**config.mk**
```make
export PLATFORM = sky130hd
export DESIGN_NAME = ex_mem_req_stage
export DESIGN_NICKNAME = d
export VERILOG_FILES = /design/src/rtl/ex_mem_req_stage.sv
export SDC_FILE = /design/constraint.sdc
export NUM_CORES = 1
export LEC_CHECK = 0
export ABC_AREA = 0
export BUFFER_PORTS_ARGS = -buffer_cell sky130_fd_sc_hd__buf_2
export CAP_MARGIN = 20
export CORE_AREA = 3 3 168 170
export DETAILED_ROUTE_END_ITERATION = 12
export DIE_AREA = 0 0 171 173
export GPL_TIMING_DRIVEN = 0
export PLACE_DENSITY = 0.57
export SLEW_MARGIN = 20
export SYNTH_ARGS = -nofsm -noshare
export SYNTH_HDL_FRONTEND = slang
export SYNTH_SLANG_ARGS = --single-unit
```
**constraint.sdc**
```tcl
create_clock -name clk -period 5 [get_ports clk]
set_input_delay 1 -clock clk [delete_from_list [all_inputs] [get_ports clk]]
set_output_delay 1 -clock clk [all_outputs]
set_load 0.01 [all_outputs]
```
**src/rtl/ex_mem_req_stage.sv**
```systemverilog
// Execute stage: effective address, alignment check and SRAM-like data request.
// Holds one instruction until the bus accepts it, then hands it on to ME.
`timescale 1ns/1ps
module ex_mem_req_stage #(
  parameter  int XLEN      = 32,
  parameter  int PAYLOAD_W = 64,
  localparam int NB        = XLEN / 8,
  localparam int OW        = $clog2(NB)
) (
  input  logic                 clk,
  input  logic                 reset,
  input  logic                 in_valid,
  output logic                 in_allow,
  input  logic [PAYLOAD_W-1:0] in_payload,
  input  logic                 in_mem_en,
  input  logic                 in_mem_wr,
  input  logic                 in_mem_signed,
  input  logic [1:0]           in_mem_size,
  input  logic [XLEN-1:0]      in_base,
  input  logic [XLEN-1:0]      in_offset,
  input  logic [XLEN-1:0]      in_store_data,
  input  logic [XLEN-1:0]      in_alu_result,
  input  logic [4:0]           in_dest,
  input  logic                 in_gr_we,
  input  logic                 flush,
  output logic                 out_valid,
  input  logic                 out_allow,
  output logic [PAYLOAD_W-1:0] out_payload,
  output logic [XLEN-1:0]      out_result,
  output logic                 out_killed,
  output logic                 out_mem_pending,
  output logic                 out_ale,
  output logic [OW+2:0]        out_ld_flags,
  output logic [4:0]           out_dest,
  output logic                 out_gr_we,
  output logic                 data_req,
  output logic                 data_wr,
  output logic [1:0]           data_size,
  output logic [NB-1:0]        data_wstrb,
  output logic [XLEN-1:0]      data_addr,
  output logic [XLEN-1:0]      data_wdata,
  input  logic                 data_addr_ok,
  output logic [4:0]           fwd_dest,
  output logic [XLEN-1:0]      fwd_result,
  output logic                 fwd_is_load
);

  typedef enum logic [1:0] {
    S_IDLE, S_WAIT, S_ISSUED, S_KILL
  } state_t;

  state_t state, state_n;

  logic [PAYLOAD_W-1:0] payload_q;
  logic                 mem_en_q, wr_q, sgn_q;
  logic [1:0]           size_q;
  logic [XLEN-1:0]      result_q, sdata_q;
  logic [OW-1:0]        alo_q;
  logic [4:0]           dest_q;
  logic                 gr_we_q, ale_q, pend_q;

  logic [XLEN-1:0] addr;
  logic [2:0]      amask;
  logic            ale_n;
  logic            valid, acc, ready_go, load, fire;
  state_t          load_st;

  assign addr  = in_base + in_offset;
  assign amask = {in_mem_size == 2'd3, in_mem_size[1], |in_mem_size};
  assign ale_n = in_mem_en && |(addr[2:0] & amask);

  assign valid    = state != S_IDLE;
  assign acc      = state == S_WAIT && data_addr_ok;
  assign ready_go = state == S_ISSUED || state == S_KILL || acc;
  // A flush wins over a live entry; only accepted requests survive as KILL.
  assign out_valid = ready_go && !(flush && state == S_ISSUED);
  assign fire      = out_valid && out_allow;
  assign in_allow  = !valid || (ready_go && out_allow);
  assign load      = in_valid && in_allow && !flush;
  assign load_st   = (in_mem_en && !ale_n) ? S_WAIT : S_ISSUED;

  always_comb begin
    state_n = state;
    unique case (state)
      S_IDLE:
        if (load) state_n = load_st;
      S_WAIT:
        if (flush)
          state_n = (data_addr_ok && !out_allow) ? S_KILL : S_IDLE;
        else if (data_addr_ok)
          state_n = !out_allow ? S_ISSUED
                  : load ? load_st : S_IDLE;
      S_ISSUED:
        if (flush)
          state_n = pend_q ? S_KILL : S_IDLE;
        else if (out_allow)
          state_n = load ? load_st : S_IDLE;
      S_KILL:
        if (out_allow) state_n = load ? load_st : S_IDLE;
      default:
        state_n = S_IDLE;
    endcase
  end

  always_ff @(posedge clk) begin
    if (reset) begin
      state    <= S_IDLE;
      pend_q   <= 1'b0;
      ale_q    <= 1'b0;
      mem_en_q <= 1'b0;
      gr_we_q  <= 1'b0;
    end else begin
      state <= state_n;
      if (load) begin
        pend_q   <= 1'b0;
        ale_q    <= ale_n;
        mem_en_q <= in_mem_en;
        gr_we_q  <= in_gr_we && !ale_n;
      end else if (acc) begin
        pend_q <= 1'b1;
      end
    end
  end

  always_ff @(posedge clk) begin
    if (load) begin
      payload_q <= in_payload;
      wr_q      <= in_mem_wr;
      sgn_q     <= in_mem_signed;
      size_q    <= in_mem_size;
      result_q  <= in_mem_en ? addr : in_alu_result;
      alo_q     <= addr[OW-1:0];
      sdata_q   <= in_store_data;
      dest_q    <= in_dest;
    end
  end

  logic [OW-1:0] lane_mask, lane;
  logic [NB-1:0] strb_base;

  always_comb begin
    lane_mask = '1;
    strb_base = '1;
    case (size_q)
      2'd0: begin lane_mask = '0;     strb_base = NB'(1);  end
      2'd1: begin lane_mask = OW'(1); strb_base = NB'(3);  end
      2'd2: begin lane_mask = OW'(3); strb_base = NB'(15); end
      default: ;
    endcase
  end

  // Store data is replicated so every byte lane carries the right byte.
  always_comb begin
    lane       = '0;
    data_wdata = '0;
    for (int i = 0; i < NB; i++) begin
      lane = OW'(i) & lane_mask;
      data_wdata[8*i +: 8] = sdata_q[{lane, 3'b000} +: 8];
    end
  end

  assign data_wstrb = wr_q ? (strb_base << alo_q) : '0;
  assign data_req   = state == S_WAIT;
  assign data_wr    = wr_q;
  assign data_size  = size_q;
  assign data_addr  = result_q;

  assign out_payload     = payload_q;
  assign out_result      = result_q;
  assign out_killed      = state == S_KILL || (acc && flush);
  assign out_mem_pending = (pend_q && valid) || acc;
  assign out_ale         = ale_q;
  assign out_ld_flags    = {sgn_q, size_q, alo_q};
  assign out_dest        = dest_q;
  assign out_gr_we       = gr_we_q;

  assign fwd_dest    = (valid && gr_we_q && state != S_KILL) ? dest_q : 5'd0;
  assign fwd_result  = result_q;
  assign fwd_is_load = valid && mem_en_q && !wr_q;

endmodule

```
* Word level (Yosys, flattened, before mapping)
Cells that the tools add are included.
** Storage, ports and cells
- Bits in registers :: 145
- Bits of input ports :: 209
- Word-level logic and storage cells :: 77
- Output and inout bits :: 222
** Cells by class
- Eq/ne operators :: 8
- Shift-type cells :: 4
- Bitwise operators :: 1
- Reduce and logical (&&, ||, !) cells :: 34
- Multiplexer cells :: 16
- Add/subtract/negate cells :: 1
** Operator list (count)
- $shiftx A32 B6 Y8 :: 2
- $add A32 B32 Y32 :: 1
- $mux W32 :: 1
- $shiftx A32 B5 Y8 :: 1
- $mux W2 :: 10
- $logic_and A1 B1 Y1 :: 16
- $pmux W2 S4 :: 1
- $pmux W4 S2 :: 1
- $eq A2 B2 Y1 const B :: 3
- $logic_not A1 Y1 :: 6
- $logic_or A1 B1 Y1 :: 5
- $mux W5 :: 1
- $eq A2 B1 Y1 const B :: 2
- $logic_not A2 Y1 :: 2
- $mux W4 :: 1
- $ne A2 B2 Y1 const B :: 2
- $pmux W2 S2 :: 1
- $reduce_or A2 Y1 :: 2
- $shl A4 B2 Y4 :: 1
- $and A3 B3 Y3 :: 1
- $ne A3 B2 Y1 const B :: 1
- $reduce_or A3 Y1 :: 1
- $reduce_and A2 Y1 :: 1
- $reduce_bool A2 Y1 :: 1

* Longest topological paths before layout
- Depth in word-level cells :: 12
- Gate-level depth with buffers :: 11
- Depth with buffers taken out :: 11

* Worst setup path after synthesis
Ideal clock, no wire load.
- Kind :: input -> register
- Start point :: input data_addr_ok
- End point :: register state[1]
- Path buffers :: 1
- Data arrival time :: 5.190 ns
- Slack :: -0.275 ns
- Data required time :: 4.914 ns
- Cell stages on the path :: 9
- Library setup time :: 0.086 ns
- Cells stage by stage :: clkbuf_1 -> o21ai_0 -> o21ai_0 -> nand3_1 -> inv_1 -> nand2_1 -> a221oi_1 -> a31oi_1 -> a211oi_1
** On the way
- Cells in the longest elaborated chain, start to end :: 11
- Elaborated cells on any way between the ends :: 18
- Those cells by class :: eq/ne (2); mux (8); reduce/logical (8)
** RTL lines
- start, declared :: RTL line 42 : input logic data_addr_ok,
- $logic_and A1 B1 Y1 (*) :: RTL line 73 : assign acc = state == S_WAIT && data_addr_ok;
- $logic_or A1 B1 Y1 (*) :: RTL line 74 : assign ready_go = state == S_ISSUED || state == S_KILL || acc;
- $logic_and A1 B1 Y1 (*) :: RTL line 78 : assign in_allow = !valid || (ready_go && out_allow);
- $logic_or A1 B1 Y1 (*) :: RTL line 78
- via in_allow :: RTL line 13 : output logic in_allow,
- $logic_and A1 B1 Y1 (*) (2 in a row) :: RTL line 79 : assign load = in_valid && in_allow && !flush;
- via load :: RTL line 65 : logic valid, acc, ready_go, load, fire;
- $mux W2 :: RTL line 92, 97, 99
- $mux W2 :: RTL line 91 : state_n = !out_allow ? S_ISSUED
- $mux W2 :: RTL line 90 : else if (data_addr_ok)
- $mux W2 :: RTL line 88 : if (flush)
- $pmux W2 S4 :: RTL line 84 : unique case (state)
- end signal, assigned :: RTL line 113 : state <= state_n;
- end, declared :: RTL line 52 : state_t state, state_n;
The timed path passes the listed nets; every way through them passes the cells marked *. The select of a mux whose other input is x is not followed.
A chain may end at the register's enable or synchronous reset.

* Final worst setup path
- Start point :: input in_base[0]
- End point :: register result_q[20] (netlist: data_addr[20]), data pin
** On the way
- Cells in the longest elaborated chain, start to end :: 2
** RTL lines
- start, declared :: RTL line 19 : input logic [XLEN-1:0] in_base,
- $add A32 B32 Y32 :: RTL line 68 : assign addr = in_base + in_offset;
- $mux W32 :: RTL line 131 : result_q <= in_mem_en ? addr : in_alu_result;
- end signal, assigned :: RTL line 131
- end, declared :: RTL line 57 : logic [XLEN-1:0] result_q, sdata_q;
Every way passes these cells.

==> results by group <==
Power and ir drop
  – Peak VDD IR: 0.166 mV
  – Power density cells: 336 nW/um^2
  – Leakage power: 4.86 nW

STA
  – Fin crit share: 69.0%
  – Final worst slack: 1550 ps
  – WHS: 465 ps
  – Setup TNS Final: 0 ps
  – Min Tclk post-route: 3450 ps
  – Fin. Hold Viols: 0
  – Setup violators final: 0
  – Worst relative slew slack: 45.4%
  – Slew of the pin with the lowest slew margin: 819 ps
  – RSZ-0062 raised after global routing: no
  – Max Clock Freq: 290 MHz
  – Max Slew Vio Count: 0
  – Clock Skews: 11.3 ps

Die
  – Die width: 171 um
  – I/O pin cnt: 431
  – Die area: 29600 um^2
  – Die height: 173 um
  – Total core area: 26900 um^2
  – Initial Util: 28.1%
  – Rows: 60

Synthesis
  – Post-synthesis sequential area ratio: 56.9%
  – Simple-gate portion of the synthesized area: 5.87%
  – Syn avg cell area: 12.8 um^2
  – Post-synth cell types: 53
  – Synth Flop Type: edfxtp_1
  – Synth Register Bits: 145
  – Mapped Cells: 587
  – Synth Area in XOR/XNOR: 2.90%
  – Synth Warn #: 0
  – Async S/R FF share, synth: 0%
  – Syn Std Cell Area: 7540 um^2
  – Mapped Nets: 828
  – Mux share of post-synthesis cell area: 7.35%
  – Largest family of logic cells by synthesized area: compound AO/OA/AOI/OAI gates
  – Compound-Gate Fraction of Synth Area: 12.4%
  – Post-synth EDFFs: 139
  – Post-Synth Adder-Cell Area: 5.41%

CTS
  – Worst-case clock buffer depth: 2
  – Root Driver: clkbuf_16
  – Setup repair bufs after CTS: 0
  – Post-CTS sizing: 0
  – Number of hold buffers added after CTS: 0
  – Clk_lat worst skew: 420 ps
  – Clk pin slew, worst setup/hold paths: 70 ps
  – CTS tree: built
  – TritonCTS Sinks: 145
  – Clock buffer count from CTS: 17
  – H-tree depth: 4

Finish
  – Area added between synthesis and finish: 43.0%
  – Most frequent cells in the layout: buf_2, edfxtp_1, buf_4
  – Nets: 1280
  – Commonest non-fill, non-tap cell in the layout: buf_2
  – Layout cells sized above 1: 57.2%

GRT
  – Initial antenna violation count: 3
  – GRT Residual Overflow: 0
  – Vias in the first global route: 6220
  – Global-route wire length before repair: 36.2 mm
  – Total GRT Usage: 16.0%
  – Pin count of the biggest net entering global routing: 36

Worst hold path
  – Worst Hold Class: flop to flop
  – Hold Path Depth: 2

Routing
  – Post-DR vias/cell: 4.46
  – Initial DRC Count: 312
  – # DRC: 0
  – Routed WL per cell: 17.7 um
  – Vias: 6213
  – Routed wire length: 24.7 mm
  – DR pass1 iterations: 4
  – Remaining antenna violation count: 0

Setup path
  – CP Data Required Time: 5170 ps
  – Peak fanout along the critical path: 3
  – Critical path arrival: 3620 ps
  – Setup CP Type: primary input to flop
  – Worst Setup End Kind: flop
  – Startpoint Class: primary input
  – FF-to-FF path depth: 7

Flow run
  – Max cap viols: 0

Outcome
  – Status: completed

Place
  – Port Buffer Count: 429
  – Place WS: 1090 ps
  – Routability cong.: 0.824
  – HPWL Detailed: 19.7 mm
-- cell usage after synthesis, types with 2 or more instances --
master     instances  area share [%]
a21oi_2            2            0.23
mux2_2            47             7.0
o21bai_1           3            0.30
buf_2              2            0.13
o21ai_1            3            0.20
o2111ai_1          3            0.35
a311oi_1           2            0.23
a21boi_0           2            0.20
o21ai_2            3            0.35
and4_1             2            0.23
nand3_1            6            0.40
nor2b_1            3            0.25
a211oi_2           2            0.33
xnor2_1           13             1.5
and3_1             7            0.58
a2111oi_0          2            0.23
o21a_1            12             1.2
a221oi_1           2            0.23
nand2_1           30             1.5
edfxtp_1         139              55
inv_1             18            0.90
o211ai_1           3            0.30
nor3_1             7            0.46
a21o_1            15             1.5
buf_1              2            0.10
ha_1              31             5.1
a31oi_1            4            0.33
buf_4             77             7.7
clkbuf_1           7            0.35
nor2_1            29             1.4
a211oi_1           6            0.60
o31ai_1            7            0.70
dfxtp_1            6             1.6
o21ai_0           20             1.3
nor3b_1            5            0.50
a21oi_1           36             2.4
nand4_1            2            0.17
xor2_1            12             1.4
-- worst paths after layout --
kind,from,to,slack (ps)
max,in_base[0],data_addr[20]$_DFFE_PP_,1550
min reg2reg,mem_en_q$_SDFFE_PP0P_,mem_en_q$_SDFFE_PP0P_,470
max reg2reg,state[1]$_SDFFE_PP0P_,out_payload[59]$_DFFE_PP_,2470
min,mem_en_q$_SDFFE_PP0P_,mem_en_q$_SDFFE_PP0P_,470
-- report_power, final --
group,switching (W),total [W],internal (W),leakage (nW)
Clock,0.000589,0.00130,0.000708,0.277
Combinational,0.000428,0.000813,0.000386,3.24
Sequential,0.0000521,0.00151,0.00146,1.34
-- kinds of logic (layout without fill, tap and decap cells) --
family | after synthesis | in the layout
multiplexers | 49 | 49
other | 0 | 1
buffers and inverters | 106 | 571
flip-flops | 145 | 145
AO/OA/AOI/OAI | 136 | 136
XOR/XNOR | 25 | 25
adder cells (fa/ha/maj) | 32 | 32
AND/OR/NAND/NOR | 94 | 94
-- layer usage --
metal	share of wire [%]	wire length [um]	GRT usage [%]	up-vias
li1	-	-	-	3034
met1	38	9510	18.1	2862
met2	52	12700	29.4	286
met3	8.4	2090	4.89	25
met4	1.3	329	3.72	6
met5	0.14	34	0	-
-- registers in the layout, summed over array words and instances (netlist names) --
signal	count
out_payload	64
sdata_q	32
data_addr	32
out_dest	5
state	2
alo_q	2
data_size	2
data_wr	1
out_ale	1
sgn_q	1
mem_en_q	1
out_gr_we	1
pend_q	1
-- area by class of cell --
type	count	area, um^2
Fill cell	2704	16100
Timing Repair Buffer	433	2230
Multi-Input combinational cell	336	2560
Sequential cell	145	4290
Inverter	18	71.3
Antenna cell	1	2.50
Clock buffer	18	429
Tap cell	341	427
Clock inverter	14	151
Buffer	88	622
-- per-stage QoR --
| step | cells | area (um^2) | total power (W) | util, % |
|---|---|---|---|---|
| 3_3_place_gp | 1357 | 10100 | 0.00235 | 37.7 |
| 4_1_cts | 1393 | 10800 | 0.00369 | 40.1 |
| 6_report | 1394 | 10800 | 0.00362 | 40.1 |
| 3_5_place_dp | 1361 | 10200 | 0.00236 | 38.0 |
| 5_1_grt | 1393 | 10800 | 0.00381 | 40.1 |
| 2_1_floorplan | 587 | 7550 | 0.00201 | - |
-- worst max-delay path, cell delays in order --
cell	delay (ps)
buf_2	80
ha_1	200
inv_1	70
fa_1	400
nor2b_1	170
o2111ai_1	230
a21oi_2	290
o21ai_2	120
a2111oi_0	530
a211oi_2	120
xnor2_1	140
mux2_2	270
Note: power is estimated with default switching activity, not from simulation.
